[config.mk]
export PLATFORM = sky130hd
export DESIGN_NAME = alu_unit
export DESIGN_NICKNAME = d
export VERILOG_FILES = /design/src/rtl/alu_unit.sv
export SDC_FILE = /design/constraint.sdc
export NUM_CORES = 1
export LEC_CHECK = 0
export ABC_AREA = 1
export CAP_MARGIN = 0
export CORE_MARGIN = 2
export CORE_UTILIZATION = 35
export DETAILED_ROUTE_END_ITERATION = 16
export HOLD_SLACK_MARGIN = 0.1
export PLACE_DENSITY_LB_ADDON = 0.25
export SLEW_MARGIN = 20
export SYNTH_ARGS = -nofsm -noshare
export SYNTH_HDL_FRONTEND = slang
export SYNTH_SLANG_ARGS = --single-unit
[constraint.sdc]
create_clock -name clk -period 10.19 [get_ports clk]
set_input_delay 1.5285 -clock clk [delete_from_list [all_inputs] [get_ports clk]]
set_output_delay 1.5285 -clock clk [all_outputs]
set_load 0.01 [all_outputs]
[src/rtl/alu_unit.sv]
// alu_unit: registered N-bit ALU with a 2N-bit result and one-cycle latency.
// Optional divider on opcode 0011 is compiled in by defining ALU_DIV_EN.
module alu_unit #(
    parameter int N = 8
) (
    input  logic           clk,
    input  logic           rst,
    input  logic           enable,
    input  logic [N-1:0]   A,
    input  logic [N-1:0]   B,
    input  logic [3:0]     ALUOp,
    output logic [2*N-1:0] result,
    output logic           data_valid
);

    localparam logic [3:0] OP_ADD = 4'b0000;
    localparam logic [3:0] OP_SUB = 4'b0001;
    localparam logic [3:0] OP_MUL = 4'b0010;
    localparam logic [3:0] OP_DIV = 4'b0011;
    localparam logic [3:0] OP_AND = 4'b0100;
    localparam logic [3:0] OP_OR  = 4'b0101;
    localparam logic [3:0] OP_XOR = 4'b0110;
    localparam logic [3:0] OP_NOT = 4'b0111;
    localparam logic [3:0] OP_SHL = 4'b1000;
    localparam logic [3:0] OP_SHR = 4'b1001;
    localparam logic [3:0] OP_CMP = 4'b1010;

    logic [2*N-1:0] result_d, result_q;
    logic           valid_d, valid_q;
    logic [2*N-1:0] a_ext, b_ext;

    // Zero-extended operands so add/sub/mul produce full 2N-bit results.
    always_comb begin
        a_ext = {{N{1'b0}}, A};
        b_ext = {{N{1'b0}}, B};
    end

    // Next result: hold when idle, zero on illegal opcodes.
    always_comb begin
        result_d = result_q;
        valid_d  = 1'b0;
        if (enable) begin
            valid_d = 1'b1;
            case (ALUOp)
                OP_ADD: result_d = a_ext + b_ext;
                OP_SUB: result_d = a_ext - b_ext;
                OP_MUL: result_d = a_ext * b_ext;
`ifdef ALU_DIV_EN
                OP_DIV: begin
                    if (B == '0) begin
                        result_d = {A, {N{1'b1}}};
                    end else begin
                        result_d = {A % B, A / B};
                    end
                end
`endif
                OP_AND: result_d = {{N{1'b0}}, A & B};
                OP_OR:  result_d = {{N{1'b0}}, A | B};
                OP_XOR: result_d = {{N{1'b0}}, A ^ B};
                OP_NOT: result_d = {{N{1'b0}}, ~A};
                OP_SHL: result_d = {{(N-1){1'b0}}, A, 1'b0};
                OP_SHR: result_d = {{N{1'b0}}, 1'b0, A[N-1:1]};
                OP_CMP: result_d = {{(2*N-3){1'b0}},
                                    (A < B), (A > B), (A == B)};
                default: begin
                    result_d = '0;
                    valid_d  = 1'b0;
                end
            endcase
        end
    end

    // Result register; reset wins over enable and drops the sampled op.
    always_ff @(posedge clk) begin
        if (rst) begin
            result_q <= '0;
            valid_q  <= 1'b0;
        end else begin
            result_q <= result_d;
            valid_q  <= valid_d;
        end
    end

    assign result     = result_q;
    assign data_valid = valid_q;

endmodule

==> results of run 1 <==
registers in the layout, indices dropped and copies added (netlist names):
signal	cells
data_valid	1
result	16
worst max-delay path, stage by stage:
cell             delay (ns)
clkdlybuf4s50_1        0.69
ha_1                   0.42
fa_1                   0.57
fa_1                   0.47
fa_1                   0.56
inv_1                  0.06
fa_1                   0.53
inv_1                  0.04
ha_1                   0.34
nand2_1                0.09
nand2_1                0.06
nand2_1                0.06
nand2_1                0.06
inv_1                  0.05
nand2_1                0.05
or2_2                  0.27
nand3_1                0.07
nand2_1                0.05
nand2_1                0.06
nand2_1                0.04
where the power goes:
part           leakage [uW]  switching, uW  total [uW]  internal [uW]
Clock             0.0000382           26.9        80.2           53.2
Sequential         0.000138           1.09        70.0           69.0
Combinational       0.00289            262         417            155
Total               0.00307            290         567            277
metrics by stage:
step	std cells	hold WS (ns)	setup slack, ns	utilization [%]
global route	939	0.4652	3.986	40.39
detailed placement	935	0.4399	3.991	39.75
CTS	939	0.4535	4.243	40.37
floorplan	747	0.4750	4.942	-
finish	939	0.4498	4.271	40.39
global placement	935	0.4414	3.988	39.75
synth_stat cells, types with 2 or more instances:
master,n,share of area [%]
buf_2,5,0.55
nor3_1,4,0.44
or2_2,3,0.42
nor2_2,2,0.28
a21oi_1,14,1.6
nand2_1,258,21
buf_4,2,0.33
o22ai_1,2,0.28
o21ai_0,14,1.6
nand3_1,48,5.3
clkbuf_1,15,1.2
fa_1,38,17
inv_2,4,0.33
ha_1,60,17
nand3b_1,2,0.33
dfxtp_1,17,7.5
nor2_4,6,1.5
nand4_1,12,1.7
nand2_2,3,0.42
o21ai_1,10,1.1
inv_1,169,14
nor2_1,46,3.8
layout make-up:
cell class                      instances  area, um2
Multi-Input combinational cell        534       3423
Inverter                              173      649.4
Sequential cell                        17      340.3
Tap cell                              172      215.2
Fill cell                            1428       7522
Clock buffer                            4      78.83
Timing Repair Buffer                   39      390.4
layer usage:
metal / routed length [um] / vias up
li1: - / 2275
met1: 5863 / 1991
met2: 5753 / 94
met3: 519 / 16
met4: 268 / 0
met5: 0 / -
placed cells by master, fill, tap and decap left out, types with 12 or more instances in the layout:
master	instances
nand3_1	48
clkdlybuf4s50_1	39
inv_1	169
fa_1	38
nor2_1	45
nand4_1	12
o21ai_0	14
ha_1	60
nand2_1	258
a21oi_1	14
dfxtp_1	17
final timing paths:
check | slack, ns | start | to | depth (start not counted)
setup / recovery | 4.27 | A[4] | result[11]$_SDFFE_PP0P_ | 20
hold / removal | 0.45 | result[5]$_SDFFE_PP0P_ | result[5]$_SDFFE_PP0P_ | 2
setup reg to reg | 9.64 | result[11]$_SDFFE_PP0P_ | result[11]$_SDFFE_PP0P_ | 2
hold reg to reg | 0.45 | result[5]$_SDFFE_PP0P_ | result[5]$_SDFFE_PP0P_ | 2
cell families after synthesis:
kind of cell / after synthesis / synth area share (%)
AND/OR/NAND/NOR: 386 / 35.89
XOR/XNOR: 2 / 0.3878
AO/OA/AOI/OAI: 48 / 5.982
buffers and inverters: 196 / 16.75
flip-flops: 17 / 7.533
adder cells (fa/ha/maj): 98 / 33.45
==> results.py, run 1 <==
metrics = {
    "setup_path": {
        "crit_fanout": 12,
        "path_class": "in -> reg",
        "cp-end-kind": "flip-flop",
        "cp.required_ns": 10.34,
        "critPathLaunchType": "input port",
        "arrival_ns": 6.07,
    },
    "sta": {
        "skew_ns": 0,
        "finalMaxSlewViolations": 0,
        "slew_headroom_pct": 55.94,
        "worstMarginPinSlew_ns": 0.6602,
        "fin_crit_sh_pct": 58.09,
        "finalHoldViolCount": 0,
        "period_minus_slack_ns": 5.919,
        "rsz0062_at_grt": "false",
        "finalSetupViolCount": 0,
        "setup_tns_ns": 0,
        "timing.fmax_ghz": 0.1689,
    },
    "clock_network": {
        "clock-root-buffer": "clkbuf_16",
        "worstSkewPairLatency_ns": 0.25,
        "cts_tree": "built",
        "clk_pin_slew_ns": 0.05,
        "cts_sinks": 17,
        "ctsHoldBuffers": 0,
        "cts_buffers": 3,
        "post_cts_resize_count": 0,
        "clk_path_buf_depth": 2,
        "cts_setup_buffers": 0,
        "htree_levels": 1,
    },
    "final_layout": {
        "final_cell_area_um2": 5097,
        "diodes": 0,
        "nNetsFinal": 889,
        "drive_above_1_share_pct": 3.129,
        "area_delta_synth_final_pct": 12.82,
    },
    "drt": {
        "dr.pass1.iters": 4,
        "finalWirelength_um": 12410,
        "drt_iter0_drc": 337,
        "vias_per_cell": 4.660,
        "drc": 0,
        "drtAntennaViolNets": 0,
        "wl_per_cell_um": 13.21,
        "vias": 4376,
    },
    "die": {
        "initial_core_util_pct": 35.80,
        "die_h_um": 117.6,
        "core_um2": 12620,
        "pin_count": 40,
        "dieArea_um2": 13830,
        "die_w_um": 117.6,
        "rows": 41,
    },
    "synthesis": {
        "synthCells": 747,
        "netlist_area_um2": 4518,
        "synth_edf_count": 0,
        "yosysUniqueCellTypes": 35,
        "synth.ff_latch_count": 17,
        "synth_ff_type": "dfxtp_1",
        "ys_seq_area_share_pct": 7.533,
        "synth_warnings": 0,
        "syn-num-nets": 868,
        "syn_avg_cell_area_um2": 6.048,
        "async_flop_share_pct": 0,
    },
    "placement": {
        "numPortBuffers": 39,
        "placed_cell_area_um2": 5016,
        "gp_congestion": 0.9414,
        "hpwlAfterDp_um": 10300,
    },
    "global_routing": {
        "grt.total_usage_pct": 18.85,
        "grtUsageMet3_pct": 1.986,
        "grt_use_met1_pct": 25.46,
        "grt_use_met2_pct": 32.49,
        "grt_max_degree": 18,
        "grt_pass1_wl_um": 21400,
        "antenna_found_initial": 0,
        "grt_pass1_vias": 4350,
        "top_usage_layer": "met2",
        "overflow": 0,
    },
    "pwr": {
        "p_per_area_nw_per_um2": 111.3,
        "p_total_uw": 567.3,
        "ir_worst_vdd_uv": 75.08,
        "p_leak_uw": 0.003065,
    },
    "worst_hold_path": {
        "hold_class": "reg -> reg",
    },
    "status": {
        "run_status": "complete, no violations",
    },
    "flow_run": {
        "maxCapViolations": 0,
    },
}
Power figures use the tool's default switching activity.
==> run 2: changes to the inputs <==
==> constraint.sdc (replaced) <==
create_clock -name clk -period 6.1 [get_ports clk]
set_input_delay 0.915 -clock clk [delete_from_list [all_inputs] [get_ports clk]]
set_output_delay 0.915 -clock clk [all_outputs]
set_load 0.01 [all_outputs]
==> run 2 against run 1 <==
- hold slack better by 0.00055 ns
- setup slack worse by 3.3 ns
- flip-flop and latch count unchanged
- via count rose by 1.8%
- die area unchanged
- critical path type unchanged
- sequential share of layout area decreased by 0.058 points
- global-route usage grew 0.58 points
- critical path depth unchanged
- largest cell class unchanged
==> results.py, run 2 (synthesized netlist as in run 1, its figures left out) <==
metrics = {
    "sta": {
        "skew_ns": 0,
        "finalHoldViolCount": 0,
        "fin_crit_sh_pct": 84.14,
        "setup_tns_ns": 0,
        "finalSetupViolCount": 0,
        "period_minus_slack_ns": 5.133,
        "worstMarginPinSlew_ns": 0.6986,
        "rsz0062_at_grt": "false",
        "slew_headroom_pct": 53.38,
        "finalMaxSlewViolations": 0,
        "timing.fmax_ghz": 0.1948,
    },
    "placement": {
        "gp_congestion": 0.8978,
        "hpwlAfterDp_um": 10810,
        "dp.cells": 941,
        "placed_cell_area_um2": 5061,
        "numPortBuffers": 39,
    },
    "final_layout": {
        "largest_reg_flops": 16,
        "final_cell_mix": "nand2_1 (258), inv_1 (169), ha_1 (60), nand3_1 (48), nor2_1 (45)",
        "nNetsFinal": 895,
        "diodes": 0,
        "finalCoreUtilization_pct": 40.75,
        "stdcell_count": 945,
        "area_delta_synth_final_pct": 13.82,
        "final_cell_area_um2": 5142,
        "drive_above_1_share_pct": 3.881,
        "layout_commonest_cell": "nand2_1",
    },
    "global_routing": {
        "grt_pass1_vias": 4476,
        "top_usage_layer": "met2",
        "overflow": 0,
        "grt_max_degree": 18,
        "grt_pass1_wl_um": 22220,
        "antenna_found_initial": 0,
        "grt_use_met1_pct": 26.27,
        "grt_use_met2_pct": 33.36,
        "grt.total_usage_pct": 19.44,
        "grtUsageMet3_pct": 1.744,
    },
    "pwr": {
        "ir_worst_vdd_uv": 117.5,
        "p_per_area_nw_per_um2": 185.1,
        "p_sw_share_pct": 51.12,
        "p_leak_uw": 0.003094,
        "clkPwrFrac_pct": 13.7,
        "internal-power_uw": 465.3,
        "combPwrFrac_pct": 74.0,
        "p_switching_uw": 486.7,
        "p_total_uw": 952.0,
        "pwr-share-seq_pct": 12.3,
    },
    "setup_path": {
        "path_class": "in -> reg",
        "cp-end-kind": "flip-flop",
        "crit_top_cell": "nand2_1",
        "slowest_delay_ns": 0.59,
        "critPathLaunchType": "input port",
        "cp.required_ns": 6.24,
        "crit_fanout": 9,
        "crit_chain": "clkdlybuf4s50_1 -> ha_1 -> fa_1 -> fa_1 -> fa_1 -> inv_1 -> fa_1 -> inv_1 -> ha_1 -> nand2_1 -> nand2_1 -> nand2_1 -> nand2_1 -> inv_1 -> nand2_1 -> or2_2 -> nand3_1 -> nand2_1 -> nand2_1 -> nand2_1",
        "arrival_ns": 5.28,
        "slowest_stage": "clkdlybuf4s50_1",
    },
    "worst_hold_path": {
        "hold_class": "reg -> reg",
    },
    "clock_network": {
        "post_cts_resize_count": 0,
        "ctsHoldBuffers": 0,
        "clk_pin_slew_ns": 0.05,
        "clock-root-buffer": "clkbuf_16",
        "worstSkewPairLatency_ns": 0.24,
        "cts_tree": "built",
        "clk_path_buf_depth": 2,
        "cts_setup_buffers": 0,
        "htree_levels": 1,
        "cts_buffers": 3,
        "cts_sinks": 17,
    },
    "die": {
        "dieArea_um2": 13830,
        "die_h_um": 117.6,
        "initial_core_util_pct": 35.80,
        "core_um2": 12620,
        "rows": 41,
        "pin_count": 40,
        "die_w_um": 117.6,
    },
    "drt": {
        "wl_per_cell_um": 13.68,
        "drc": 0,
        "vias_per_cell": 4.715,
        "drtAntennaViolNets": 0,
        "vias": 4456,
        "finalWirelength_um": 12930,
        "drt_iter0_drc": 275,
        "dr.pass1.iters": 5,
    },
    "flow_run": {
        "maxCapViolations": 0,
    },
    "status": {
        "run_status": "complete, no violations",
    },
}
[run 2: critical path: cells and delay by family]
kind / cells / cell delay, ns
buffers and inverters: 4 / 0.74
and+or+nand+nor: 10 / 0.83
adders and majority gates: 6 / 2.79
[run 2: path summary, 6_finish.rpt]
check / from / to / slack (ns) / depth (start not counted)
max: B[4] / result[11]$_SDFFE_PP0P_ / 0.97 / 20
min: result[6]$_SDFFE_PP0P_ / result[6]$_SDFFE_PP0P_ / 0.45 / 2
max reg2reg: result[5]$_SDFFE_PP0P_ / result[5]$_SDFFE_PP0P_ / 5.55 / 2
min reg2reg: result[6]$_SDFFE_PP0P_ / result[6]$_SDFFE_PP0P_ / 0.45 / 2
[run 2: metal layers]
| metal | part of all wire, % | vias to the layer above | wire (um) |
|---|---|---|---|
| met2 | 46 | 124 | 6002 |
| met4 | 2.6 | 0 | 330 |
| met5 | 0 | - | 0 |
| li1 | - | 2289 | - |
| met3 | 4.0 | 22 | 520 |
| met1 | 47 | 2021 | 6073 |
[run 2: layout make-up]
class	count	area (um2)
Clock buffer	4	78.83
Multi-Input combinational cell	534	3423
Sequential cell	17	340.3
Tap cell	172	215.2
Fill cell	1412	7477
Inverter	173	649.4
Timing Repair Buffer	45	435.4
[run 2: power by group through the flow]
stage               Sequential [uW]  Clock, uW  Combinational (uW)
floorplan                       121          0                 532
global placement                120          0                 705
detailed placement              119          0                 704
CTS                             117        135                 709
global route                    118        139                 832
finish                          117        131                 704
[run 2: per-stage QoR]
step,setup slack [ns],hold WS (ns)
floorplan,1.465,0.4750
global placement,0.7040,0.4412
detailed placement,0.7241,0.4405
CTS,0.9720,0.4509
global route,0.6652,0.4659
finish,0.9674,0.4504
